$ cat src/rtl/mips_ctrl_pkg.sv
// Shared encodings for the multicycle controller: FSM states, ALU operations,
// immediate formats and the opcodes the decoder recognises.
package mips_ctrl_pkg;

  typedef enum logic [3:0] {
    S_FETCH    = 4'd0,
    S_DECODE   = 4'd1,
    S_MEMADR   = 4'd2,
    S_MEMREAD  = 4'd3,
    S_MEMWB    = 4'd4,
    S_MEMWRITE = 4'd5,
    S_EXECR    = 4'd6,
    S_EXECI    = 4'd7,
    S_ALUWB    = 4'd8,
    S_BRANCH   = 4'd9,
    S_JAL      = 4'd10,
    S_TRAP     = 4'd11
  } state_e;

  typedef enum logic [3:0] {
    ALU_ADD  = 4'b0000,
    ALU_SUB  = 4'b0001,
    ALU_AND  = 4'b0010,
    ALU_OR   = 4'b0011,
    ALU_XOR  = 4'b0100,
    ALU_SLT  = 4'b0101,
    ALU_SLL  = 4'b0110,
    ALU_SRL  = 4'b0111,
    ALU_SRA  = 4'b1000,
    ALU_SLTU = 4'b1001
  } alu_ctrl_e;

  typedef enum logic [2:0] {
    IMM_I = 3'b000,
    IMM_S = 3'b001,
    IMM_B = 3'b010,
    IMM_J = 3'b011
  } imm_src_e;

  localparam logic [6:0] OP_LW     = 7'b0000011;
  localparam logic [6:0] OP_SW     = 7'b0100011;
  localparam logic [6:0] OP_R      = 7'b0110011;
  localparam logic [6:0] OP_I      = 7'b0010011;
  localparam logic [6:0] OP_BRANCH = 7'b1100011;
  localparam logic [6:0] OP_JAL    = 7'b1101111;

  // Immediate format depends on the opcode alone, never on the FSM state.
  function automatic imm_src_e imm_src_for(input logic [6:0] opcode);
    case (opcode)
      OP_SW:     return IMM_S;
      OP_BRANCH: return IMM_B;
      OP_JAL:    return IMM_J;
      default:   return IMM_I;
    endcase
  endfunction

  function automatic logic is_wait_state(input state_e s);
    return s inside {S_FETCH, S_MEMREAD, S_MEMWRITE};
  endfunction

endpackage

$ cat src/rtl/multicycle_controller_if.sv
// Controller <-> datapath bundle: instruction fields and flags in, strobes and
// mux selects out. The controller side is the master.
interface multicycle_controller_if;

  logic [6:0] opcode;
  logic [2:0] funct3;
  logic [6:0] funct7;
  logic       zero;
  logic       mem_ready;

  logic       PCWrite;
  logic       AdrSrc;
  logic       IRWrite;
  logic       MemWrite;
  logic       RegWrite;
  logic [1:0] ResultSrc;
  logic [1:0] ALUSrcA;
  logic [1:0] ALUSrcB;
  logic [3:0] ALUControl;
  logic [2:0] ImmSrc;
  logic [3:0] state;
  logic       trap;

  modport master (
    input  opcode, funct3, funct7, zero, mem_ready,
    output PCWrite, AdrSrc, IRWrite, MemWrite, RegWrite,
    output ResultSrc, ALUSrcA, ALUSrcB, ALUControl, ImmSrc, state, trap
  );

  modport slave (
    output opcode, funct3, funct7, zero, mem_ready,
    input  PCWrite, AdrSrc, IRWrite, MemWrite, RegWrite,
    input  ResultSrc, ALUSrcA, ALUSrcB, ALUControl, ImmSrc, state, trap
  );

endinterface

$ cat src/rtl/alu_decoder.sv
// funct3/funct7 to ALU operation decode for R- and I-type instructions, plus
// a flag for R-type funct combinations the datapath does not implement.
module alu_decoder
  import mips_ctrl_pkg::*;
(
  input  logic       is_rtype_i,
  input  logic [2:0] funct3_i,
  input  logic [6:0] funct7_i,
  output alu_ctrl_e  alu_control_o,
  output logic       illegal_o
);

  // NOTE: every output gets a default before the case so no latch is inferred.
  always_comb begin
    alu_control_o = ALU_ADD;
    illegal_o     = 1'b0;
    case (funct3_i)
      3'b000:  alu_control_o = (is_rtype_i && funct7_i[5]) ? ALU_SUB : ALU_ADD;
      3'b001:  alu_control_o = ALU_SLL;
      3'b010:  alu_control_o = ALU_SLT;
      3'b011:  alu_control_o = ALU_SLTU;
      3'b100:  alu_control_o = ALU_XOR;
      3'b101:  alu_control_o = funct7_i[5] ? ALU_SRA : ALU_SRL;
      3'b110:  alu_control_o = ALU_OR;
      default: alu_control_o = ALU_AND;
    endcase
    // Only funct7 = 0 or the SUB/SRA alternate form are legal for R-type.
    if (is_rtype_i) begin
      illegal_o = !((funct7_i == 7'b0000000) ||
                    ((funct7_i == 7'b0100000) &&
                     ((funct3_i == 3'b000) || (funct3_i == 3'b101))));
    end
  end

endmodule

$ cat src/rtl/multicycle_controller.sv
// Multicycle RISC-V style control FSM with bounded memory waits and a sticky
// trap state that only reset can leave.
module multicycle_controller
  import mips_ctrl_pkg::*;
#(
  parameter int MEM_WAIT_MAX = 15
) (
  input  logic                    clk,
  input  logic                    reset,
  multicycle_controller_if.master bus
);

  state_e     state_q, state_d;
  logic [3:0] wait_q, wait_d;
  logic       trap_q, trap_d;
  logic       wait_expired;

  alu_ctrl_e  funct_alu;
  logic       funct_illegal;

  logic       pc_write, adr_src, ir_write, mem_write, reg_write;
  logic [1:0] result_src, alu_src_a, alu_src_b;
  alu_ctrl_e  alu_control;

  alu_decoder u_alu_decoder (
    .is_rtype_i   (bus.opcode == OP_R),
    .funct3_i     (bus.funct3),
    .funct7_i     (bus.funct7),
    .alu_control_o(funct_alu),
    .illegal_o    (funct_illegal)
  );

  // Trap when this cycle's miss would bring the counter up to the limit.
  assign wait_expired = (int'(wait_q) + 1) >= MEM_WAIT_MAX;

  // NOTE: state registers use non-blocking assignments so all flops update together.
  always_ff @(posedge clk) begin
    if (reset) begin
      state_q <= S_FETCH;
      wait_q  <= '0;
      trap_q  <= 1'b0;
    end else begin
      state_q <= state_d;
      wait_q  <= wait_d;
      trap_q  <= trap_d;
    end
  end

  always_comb begin
    state_d = state_q;
    unique case (state_q)
      S_FETCH: begin
        if (bus.mem_ready)      state_d = S_DECODE;
        else if (wait_expired)  state_d = S_TRAP;
      end
      S_DECODE: begin
        case (bus.opcode)
          OP_LW, OP_SW: state_d = S_MEMADR;
          OP_R:         state_d = funct_illegal ? S_TRAP : S_EXECR;
          OP_I:         state_d = S_EXECI;
          OP_BRANCH:    state_d = S_BRANCH;
          OP_JAL:       state_d = S_JAL;
          default:      state_d = S_TRAP;
        endcase
      end
      S_MEMADR:   state_d = (bus.opcode == OP_LW) ? S_MEMREAD : S_MEMWRITE;
      S_MEMREAD: begin
        if (bus.mem_ready)      state_d = S_MEMWB;
        else if (wait_expired)  state_d = S_TRAP;
      end
      S_MEMWB:    state_d = S_FETCH;
      S_MEMWRITE: begin
        if (bus.mem_ready)      state_d = S_FETCH;
        else if (wait_expired)  state_d = S_TRAP;
      end
      S_EXECR, S_EXECI: state_d = S_ALUWB;
      S_ALUWB:    state_d = S_FETCH;
      S_BRANCH:   state_d = S_FETCH;
      S_JAL:      state_d = S_ALUWB;
      S_TRAP:     state_d = S_TRAP;
      default:    state_d = S_TRAP;
    endcase
    // Staying in a wait state means mem_ready was low; any move clears the count.
    wait_d = (is_wait_state(state_q) && (state_d == state_q)) ? wait_q + 4'd1 : 4'd0;
    trap_d = trap_q | (state_d == S_TRAP);
  end

  always_comb begin
    pc_write    = 1'b0;
    adr_src     = 1'b0;
    ir_write    = 1'b0;
    mem_write   = 1'b0;
    reg_write   = 1'b0;
    result_src  = 2'b00;
    alu_src_a   = 2'b00;
    alu_src_b   = 2'b00;
    alu_control = ALU_ADD;
    unique case (state_q)
      S_FETCH: begin
        alu_src_b  = 2'b10;
        result_src = 2'b10;
        pc_write   = bus.mem_ready;
        ir_write   = bus.mem_ready;
      end
      S_DECODE: begin
        alu_src_a = 2'b01;
        alu_src_b = 2'b01;
      end
      S_MEMADR: begin
        alu_src_a = 2'b10;
        alu_src_b = 2'b01;
      end
      S_MEMREAD:  adr_src = 1'b1;
      S_MEMWB: begin
        result_src = 2'b01;
        reg_write  = 1'b1;
      end
      S_MEMWRITE: begin
        adr_src   = 1'b1;
        mem_write = 1'b1;
      end
      S_EXECR: begin
        alu_src_a   = 2'b10;
        alu_control = funct_alu;
      end
      S_EXECI: begin
        alu_src_a   = 2'b10;
        alu_src_b   = 2'b01;
        alu_control = funct_alu;
      end
      S_ALUWB:    reg_write = 1'b1;
      S_BRANCH: begin
        alu_src_a   = 2'b10;
        alu_control = ALU_SUB;
        case (bus.funct3)
          3'b000:  pc_write = bus.zero;
          3'b001:  pc_write = ~bus.zero;
          default: pc_write = 1'b0;
        endcase
      end
      S_JAL: begin
        alu_src_a = 2'b01;
        alu_src_b = 2'b10;
        pc_write  = 1'b1;
      end
      default: ;
    endcase
    if (reset) begin
      pc_write  = 1'b0;
      adr_src   = 1'b0;
      ir_write  = 1'b0;
      mem_write = 1'b0;
      reg_write = 1'b0;
    end
  end

  assign bus.PCWrite    = pc_write;
  assign bus.AdrSrc     = adr_src;
  assign bus.IRWrite    = ir_write;
  assign bus.MemWrite   = mem_write;
  assign bus.RegWrite   = reg_write;
  assign bus.ResultSrc  = result_src;
  assign bus.ALUSrcA    = alu_src_a;
  assign bus.ALUSrcB    = alu_src_b;
  assign bus.ALUControl = alu_control;
  assign bus.ImmSrc     = imm_src_for(bus.opcode);
  assign bus.state      = state_q;
  assign bus.trap       = trap_q;

endmodule

$ cat src/flat_wrapper.sv
// flat-port wrapper written by rule: the top's interface ports become plain ports
module multicycle_controller_flat import mips_ctrl_pkg::*;
#(
  parameter int MEM_WAIT_MAX = 15
)
  (clk, reset, bus_opcode, bus_funct3, bus_funct7, bus_zero, bus_mem_ready, bus_PCWrite, bus_AdrSrc, bus_IRWrite, bus_MemWrite, bus_RegWrite, bus_ResultSrc, bus_ALUSrcA, bus_ALUSrcB, bus_ALUControl, bus_ImmSrc, bus_state, bus_trap);
  multicycle_controller_if bus_i ();
  input  logic clk;
  input  logic reset;
  input wire logic [$bits(bus_i.opcode)-1:0] bus_opcode;
  input wire logic [$bits(bus_i.funct3)-1:0] bus_funct3;
  input wire logic [$bits(bus_i.funct7)-1:0] bus_funct7;
  input wire logic [$bits(bus_i.zero)-1:0] bus_zero;
  input wire logic [$bits(bus_i.mem_ready)-1:0] bus_mem_ready;
  output wire logic [$bits(bus_i.PCWrite)-1:0] bus_PCWrite;
  output wire logic [$bits(bus_i.AdrSrc)-1:0] bus_AdrSrc;
  output wire logic [$bits(bus_i.IRWrite)-1:0] bus_IRWrite;
  output wire logic [$bits(bus_i.MemWrite)-1:0] bus_MemWrite;
  output wire logic [$bits(bus_i.RegWrite)-1:0] bus_RegWrite;
  output wire logic [$bits(bus_i.ResultSrc)-1:0] bus_ResultSrc;
  output wire logic [$bits(bus_i.ALUSrcA)-1:0] bus_ALUSrcA;
  output wire logic [$bits(bus_i.ALUSrcB)-1:0] bus_ALUSrcB;
  output wire logic [$bits(bus_i.ALUControl)-1:0] bus_ALUControl;
  output wire logic [$bits(bus_i.ImmSrc)-1:0] bus_ImmSrc;
  output wire logic [$bits(bus_i.state)-1:0] bus_state;
  output wire logic [$bits(bus_i.trap)-1:0] bus_trap;
  assign bus_i.opcode = bus_opcode;
  assign bus_i.funct3 = bus_funct3;
  assign bus_i.funct7 = bus_funct7;
  assign bus_i.zero = bus_zero;
  assign bus_i.mem_ready = bus_mem_ready;
  assign bus_PCWrite = bus_i.PCWrite;
  assign bus_AdrSrc = bus_i.AdrSrc;
  assign bus_IRWrite = bus_i.IRWrite;
  assign bus_MemWrite = bus_i.MemWrite;
  assign bus_RegWrite = bus_i.RegWrite;
  assign bus_ResultSrc = bus_i.ResultSrc;
  assign bus_ALUSrcA = bus_i.ALUSrcA;
  assign bus_ALUSrcB = bus_i.ALUSrcB;
  assign bus_ALUControl = bus_i.ALUControl;
  assign bus_ImmSrc = bus_i.ImmSrc;
  assign bus_state = bus_i.state;
  assign bus_trap = bus_i.trap;
  multicycle_controller #(.MEM_WAIT_MAX(MEM_WAIT_MAX)) u_core (.clk(clk), .reset(reset), .bus(bus_i));
endmodule
$ cat config.mk
export PLATFORM = sky130hd
export DESIGN_NAME = multicycle_controller_flat
export DESIGN_NICKNAME = d
export VERILOG_FILES = /design/src/rtl/mips_ctrl_pkg.sv /design/src/rtl/multicycle_controller_if.sv /design/src/rtl/alu_decoder.sv /design/src/rtl/multicycle_controller.sv /design/src/flat_wrapper.sv
export SDC_FILE = /design/constraint.sdc
export NUM_CORES = 1
export LEC_CHECK = 0
export ABC_AREA = 1
export CORE_MARGIN = 2
export CORE_UTILIZATION = 47
export DETAILED_ROUTE_END_ITERATION = 6
export PLACE_DENSITY = 0.83
export SLEW_MARGIN = 20
export SYNTH_ARGS = -nofsm -noshare
export SYNTH_HDL_FRONTEND = slang
export SYNTH_SLANG_ARGS = --single-unit
$ cat constraint.sdc
create_clock -name clk -period 2.6 [get_ports clk]
set_clock_uncertainty 0.05 [all_clocks]
set_input_delay 0.78 -clock clk [delete_from_list [all_inputs] [get_ports clk]]
set_output_delay 0.78 -clock clk [all_outputs]
set_load 0.005 [all_outputs]
==> metrics.md, run 1 <==
| Metric | Value |
|---|---|
| Outcome | `finished, final reports clean` |
| # placed instances | `287` |
| Placement-stage cell area | `1733 µm²` |
| Most frequent cell on the critical path | `inv_1` |
| Crit-path cells | `inv_2, nor2_2, inv_1, nor2_1, inv_1, nand3_1, clkdlybuf4s50_1` |
| Synth top cells by count | `44 x nand2_1, 29 x inv_1, 25 x nor2_1` |
| Fin Hold WS | `0.4177 ns` |
| Drt initial violations | `71` |
| Proportion of layout cells with a drive suffix above 1 | `0.4015` |
| Area occupied by multi-input gates | `843.3 µm²` |
| Detailed placement HPWL | `2.805 mm` |
| Final std cells w/o fill | `302` |
| Mapped Avg Cell Area | `5.666 µm²` |
| Core Area | `2212 µm²` |
| Via density | `5.354` |
| WP data required | `1.77 ns` |
| DRC Markers | `0` |
| Power Internal | `696.3 µW` |
| Met2 Use GR | `0.5021` |
| Leak Pwr | `0.9364 nW` |
| Drt total wl | `4.087 mm` |
| HP Class | `register to register` |
| Count leader, synth | `nand2_1` |
| Top Usage Layer GRT | `met2` |
| Pwr Total | `1.365 mW` |
| Worst slack at placement | `-0.7081 ns` |
| CTS Buf Count | `3` |
| Crit start category | `register` |
| Tmin final | `2.549 ns` |
| Die width | `52.24 µm` |
| Wire per inst | `13.53 µm` |
| Worst Setup End Kind | `primary output` |
| CTS tree | `yes` |
| #FFs+latches synth | `9` |
| Final instance area | `1857 µm²` |
| Post-route ant nets | `0` |
| FF-to-FF Start | `u_core.wait_q[0]` |
| Hold Violations, Final | `0` |
| Cell Area, Synth | `1094 µm²` |
| EDFF count, synth | `0` |
| Max Fclk | `392.3 MHz` |
| Slew Viols, Final | `0` |
| Gate power share | `0.758` |
| Vias | `1617` |
| Setup WS post-layout | `0.05086 ns` |
| Sw Share | `0.4899` |
| Register area | `182.7 µm²` |
| Vias in the first global route | `1379` |
| H-tree Lvls | `1` |
| GRT Total Usage | `0.2726` |
| Post-synth top area cell | `dfxtp_1` |
| Row count | `17` |
| Worst Path Max Fanout | `5` |
| Clock Power Share | `0.082` |
| Crit-path max cell delay | `0.50 ns` |
| Delay-heaviest family, CP | `buffers and inverters` |
| Net Sw Power | `668.8 µW` |
| CTS sink count | `9` |
| Synth top area share | `0.1648` |
| Critical path data arrival time | `1.72 ns` |
| Starting Density | `0.4943` |
| Main synth FF type | `dfxtp_1` |
| GR Util met3 | `0.02571` |
| Final worst path period share | `0.9804` |
| Peak VDD IR | `0.0006625 V` |
| Max-cap check violation count | `0` |
| DIE AREA | `2729 µm²` |
| First-pass GRT wire length | `5.713 mm` |
| Antenna Cells | `0` |
| Pwr dens | `735.2 nW/µm²` |
| Finish-stage setup viols | `0` |
| Worst reg2reg endpoint | `u_core.wait_q[2]` |
| Sequential area share after synthesis | `0.1648` |
| Drt pass-1 iters | `4` |
| Area Growth Syn to Fin | `69.79%` |
| Yosys cell types | `29` |
| Post-Syn Instances | `193` |
| Post-Synthesis Net Count | `216` |
| Top-level I/O count | `44` |
| Met1 global-route usage | `0.3357` |
| Die height | `52.24 µm` |
| Synth area leaders | `dfxtp_1 16%, nand2_1 15%, inv_1 10%` |
| Nets | `298` |
| R2r setup slk | `0.69 ns` |
| Crit path depth | `7` |
| Worst-path clk slew | `0.07 ns` |
| Root Buffer | `clkbuf_4` |
| Crit. Startpoint | `u_core.bus.state[0]` |
| GPL Wtd Cong | `0.8493` |
| CP endpoint | `bus_ALUSrcA[1]` |
| Initial antenna violation count | `0` |
| Skew-Pair Late Insertion Delay | `0.26 ns` |
| PortBufs | `42` |
| Worst path slowest cell | `clkdlybuf4s50_1` |
| Async set or reset register ratio after synthesis | `0` |
| Total global routing overflow | `0` |
| Pin count of the biggest net entering global routing | `7` |
| Reg2Reg Depth | `13` |
| Buf/Inv on CP | `4` |
| Fillers | `146` |
| Synth warn | `0` |
| CP Class | `register to primary output` |
| CTS Buffer Depth | `2` |
| Sequential share of power | `0.161` |
cells by family after synthesis:
kind of cell / Yosys count / synth area share
AND/OR/NAND/NOR: 120 / 0.5527
adder cells (fa/ha/maj): 2 / 0.02288
other: 1 / 0.003429
buffers and inverters: 39 / 0.1373
flip-flops: 9 / 0.1648
AO/OA/AOI/OAI: 22 / 0.1190
power groups by stage:
stage	Sequential [mW]	Clock [mW]	Combinational (mW)
after global routing	0.222	0.115	1.12
after floorplan	0.218	0	0.510
final	0.219	0.111	1.03
after global placement	0.215	0	0.887
after CTS	0.216	0.111	0.914
after detailed placement	0.217	0	0.904
cell type report:
type,instances,share of cell area
Multi-Input combinational cell,145,0.4542
Tap cell,28,0.01887
Timing Repair Buffer,79,0.3396
Inverter,37,0.07480
Sequential cell,9,0.09838
Clock buffer,4,0.01415
what timing repair did:
action                     in CTS  in global routing
setup endpoints to repair      12                 15
pin swaps                       9                 13
cloned                          0                  0
buffers inserted                8                  3
hold buffers                    0                  0
resized for setup              59                 25
cell usage in the layout, fill, tap and decap left out, drive strengths merged, types with 2 or more instances in the layout:
master         count
a211oi             2
a21oi             10
a31oi              2
buf               43
clkbuf             8
clkdlybuf4s50     17
dfxtp              9
dlygate4sd2       14
ha                 2
inv               37
nand2             53
nand3             19
nand4              6
nor2              36
nor3               2
o21ai              6
layer usage:
metal | vias up | routed length, µm
li1 | 772 | -
met1 | 737 | 1597
met2 | 90 | 2063
met3 | 18 | 301
met4 | 0 | 124
met5 | - | 0
stage by stage:
stage                     TNS (ns)  utilization
after CTS                        0       0.8111
after detailed placement    -5.252       0.7834
final                            0       0.8394
after global routing      -0.03581       0.8394
after global placement      -4.744       0.7834
after floorplan                  0            -
state kept, by name, indices dropped and copies added (netlist names):
name,flops
u_core.wait_q,4
u_core.bus.state,4
u_core.bus.trap,1
how the worst min path moves through the flow:
stage	startpoint	to	depth (start not counted)
6_report	u_core.wait_q[0]	u_core.wait_q[0]	1
3_5_place_dp	u_core.wait_q[0]	u_core.wait_q[0]	1
2_1_floorplan	u_core.wait_q[0]	u_core.wait_q[0]	1
4_1_cts	u_core.wait_q[0]	u_core.wait_q[0]	1
3_3_place_gp	u_core.bus.trap	u_core.bus.trap	2
5_1_grt	u_core.wait_q[0]	u_core.wait_q[0]	1
Note: power is estimated with default switching activity, not from simulation.
==> run 2: changes to the inputs <==
--- a/config.mk
+++ b/config.mk
@@ -7,9 +7,10 @@
 export LEC_CHECK = 0
 export ABC_AREA = 1
 export CORE_MARGIN = 2
-export CORE_UTILIZATION = 47
+export CORE_UTILIZATION = 40
+export CTS_BUF_LIST = sky130_fd_sc_hd__clkbuf_8
 export DETAILED_ROUTE_END_ITERATION = 6
-export PLACE_DENSITY = 0.83
+export PLACE_DENSITY = 0.75
 export SLEW_MARGIN = 20
 export SYNTH_ARGS = -nofsm -noshare
 export SYNTH_HDL_FRONTEND = slang
==> constraint.sdc (replaced) <==
create_clock -name clk -period 2.1 [get_ports clk]
set_clock_uncertainty 0.05 [all_clocks]
set_input_delay 0.63 -clock clk [delete_from_list [all_inputs] [get_ports clk]]
set_output_delay 0.63 -clock clk [all_outputs]
set_load 0.005 [all_outputs]
==> metrics.md, run 2 (synthesized netlist as in run 1, its figures left out) <==
| Metric | Value |
|---|---|
| Outcome | `complete, but fails checks` |
| Drt pass-1 iters | `5 (+1)` |
| Area Growth Syn to Fin | `116.6%` |
| GPL Wtd Cong | `0.9405 (+11%)` |
| DRC Markers | `0 (unchanged)` |
| HP Class | `register to register` |
| Drt total wl | `6.362 mm (+56%)` |
| Tmin final | `2.297 ns` |
| Sw Share | `0.4805 (-0.009469)` |
| Pin count of the biggest net entering global routing | `7 (unchanged)` |
| Worst slack at placement | `-0.9293 ns (-0.2212 ns)` |
| Buf/Inv on CP | `3 (-1)` |
| Reg2Reg Depth | `10 (-3)` |
| Post-route ant nets | `0 (unchanged)` |
| Commonest non-fill, non-tap cell in the layout | `buf_4` |
| Hold Path Cell Cnt | `1 (unchanged)` |
| Drt initial violations | `144 (+100%)` |
| Critical path data arrival time | `1.62 ns (-0.10 ns)` |
| Crit-path cells | `inv_2, nand2_1, nor2_1, inv_1, nand3_1, dlygate4sd2_1` |
| Row count | `18 (+1)` |
| Sequential share of power | `0.124 (-0.037)` |
| Wire per inst | `18.66 µm (+38%)` |
| Hold Violations, Final | `0 (unchanged)` |
| Nets | `335 (+12%)` |
| Final worst path period share | `1.094` |
| Peak VDD IR | `0.001275 V (+92%)` |
| GRT Total Usage | `0.3080 (+0.03540)` |
| PortBufs | `42 (unchanged)` |
| CTS tree | `yes` |
| Top-level I/O count | `44 (unchanged)` |
| Initial antenna violation count | `0 (unchanged)` |
| Worst Path Max Fanout | `3 (-2)` |
| RSZ-0062 raised after global routing | `yes` |
| Worst path slowest cell | `nor2_1` |
| Setup WS post-layout | `-0.1970 ns (-0.2479 ns)` |
| CP Class | `register to primary output` |
| H-tree Lvls | `1 (unchanged)` |
| Crit start category | `register` |
| Detailed placement HPWL | `2.894 mm (+3.2%)` |
| Total global routing overflow | `0 (unchanged)` |
| Finish-stage setup viols | `8 (+8)` |
| CTS Buffer Depth | `2 (unchanged)` |
| Die height | `56.29 µm (+7.8%)` |
| Net Sw Power | `1.108 mW (+66%)` |
| WP data required | `1.42 ns (-0.35 ns)` |
| Leak Pwr | `1.177 nW (+26%)` |
| Proportion of layout cells with a drive suffix above 1 | `0.6077 (+0.2063)` |
| Most frequent cells in the layout | `70 x buf_4, 24 x nand2_2, 22 x nand2_1` |
| Delay-heaviest family, CP | `simple AND/OR/NAND/NOR gates` |
| Worst Setup End Kind | `primary output` |
| Failing checks | `negative setup slack` |
| Root Buffer | `clkbuf_8` |
| Crit path depth | `6 (-1)` |
| Max Fclk | `435.3 MHz` |
| Die width | `56.29 µm (+7.8%)` |
| CTS sink count | `9 (unchanged)` |
| CTS Buf Count | `3 (unchanged)` |
| Antenna Cells | `0 (unchanged)` |
| Core Area | `2545 µm² (+15%)` |
| Crit-path max cell delay | `0.33 ns (-0.17 ns)` |
| Via density | `5.742 (+7.2%)` |
| Final instance area | `2369 µm² (+28%)` |
| First-pass GRT wire length | `7.686 mm (+35%)` |
| Vias in the first global route | `1791 (+30%)` |
| Pwr dens | `973.3 nW/µm² (+32%)` |
| Vias | `1958 (+21%)` |
| DIE AREA | `3168 µm² (+16%)` |
| Gate power share | `0.791 (+0.033)` |
| Starting Density | `0.4297 (-0.06465)` |
| Max-cap check violation count | `0 (unchanged)` |
| Worst-path clk slew | `0.04 ns (-0.03 ns)` |
| Slew Viols, Final | `0 (unchanged)` |
| Skew-Pair Late Insertion Delay | `0.23 ns (-0.03 ns)` |
| Placement-stage cell area | `1916 µm² (+11%)` |
| Clock Power Share | `0.085 (+0.003)` |
| Power Internal | `1.198 mW (+72%)` |
==> run 2: per-stage QoR <==
| step | utilization | setup TNS (ns) | hold slack [ns] | power [mW] | cells |
|---|---|---|---|---|---|
| floorplan | - | 0 | 0.3907 | 0.9014 | 193 |
| global placement | 0.7527 | -9.562 | 0.3865 | 1.642 | 313 |
| detailed placement | 0.7527 | -10.06 | 0.3890 | 1.668 | 313 |
| CTS | 0.8584 | -0.06517 | 0.4292 | 1.906 | 337 |
| global route | 0.9307 | -1.198 | 0.4605 | 2.405 | 341 |
| finish | 0.9307 | -0.4304 | 0.4563 | 2.305 | 341 |
==> run 2: metal layers <==
layer	part of all wire	vias up	routed length, µm	track usage
met4	0.067	0	425	0.1769
li1	-	845	-	-
met5	0	-	0	0
met3	0.078	54	494	0.05760
met2	0.52	148	3284	0.5765
met1	0.34	911	2157	0.3147
==> run 2: cell type report <==
class | count | area (µm²)
clock inverter | 1 | 3.754
clock buffer | 3 | 41.29
fill | 98 | 176.4
multi-input combinational | 145 | 998.5
sequential | 9 | 188.9
inverter | 37 | 151.4
timing repair buffer | 116 | 947.2
tap | 30 | 37.54
==> run 2: repair_timing <==
action                     CTS  global route
hold buffers                 0             0
setup endpoints to repair   23            18
hold endpoints to repair     0             0
gates resized for setup    136            61
pin swaps                   27            33
buffers inserted            21             9
==> run 2: final timing paths <==
check / startpoint / slack (ns) / to
setup reg to reg: u_core.bus.state[1] / -0.01 / u_core.wait_q[0]
hold reg to reg: u_core.wait_q[0] / 0.46 / u_core.wait_q[0]
hold / removal: u_core.wait_q[0] / 0.46 / u_core.wait_q[0]
setup / recovery: u_core.bus.state[2] / -0.20 / bus_ALUSrcA[1]
==> run 2: power by group through the flow <==
stage	registers (mW)	clock network [mW]	logic, mW
floorplan	0.269	0	0.632
global route	0.286	0.215	1.90
detailed placement	0.261	0	1.41
CTS	0.268	0.194	1.44
global placement	0.260	0	1.38
finish	0.286	0.196	1.82
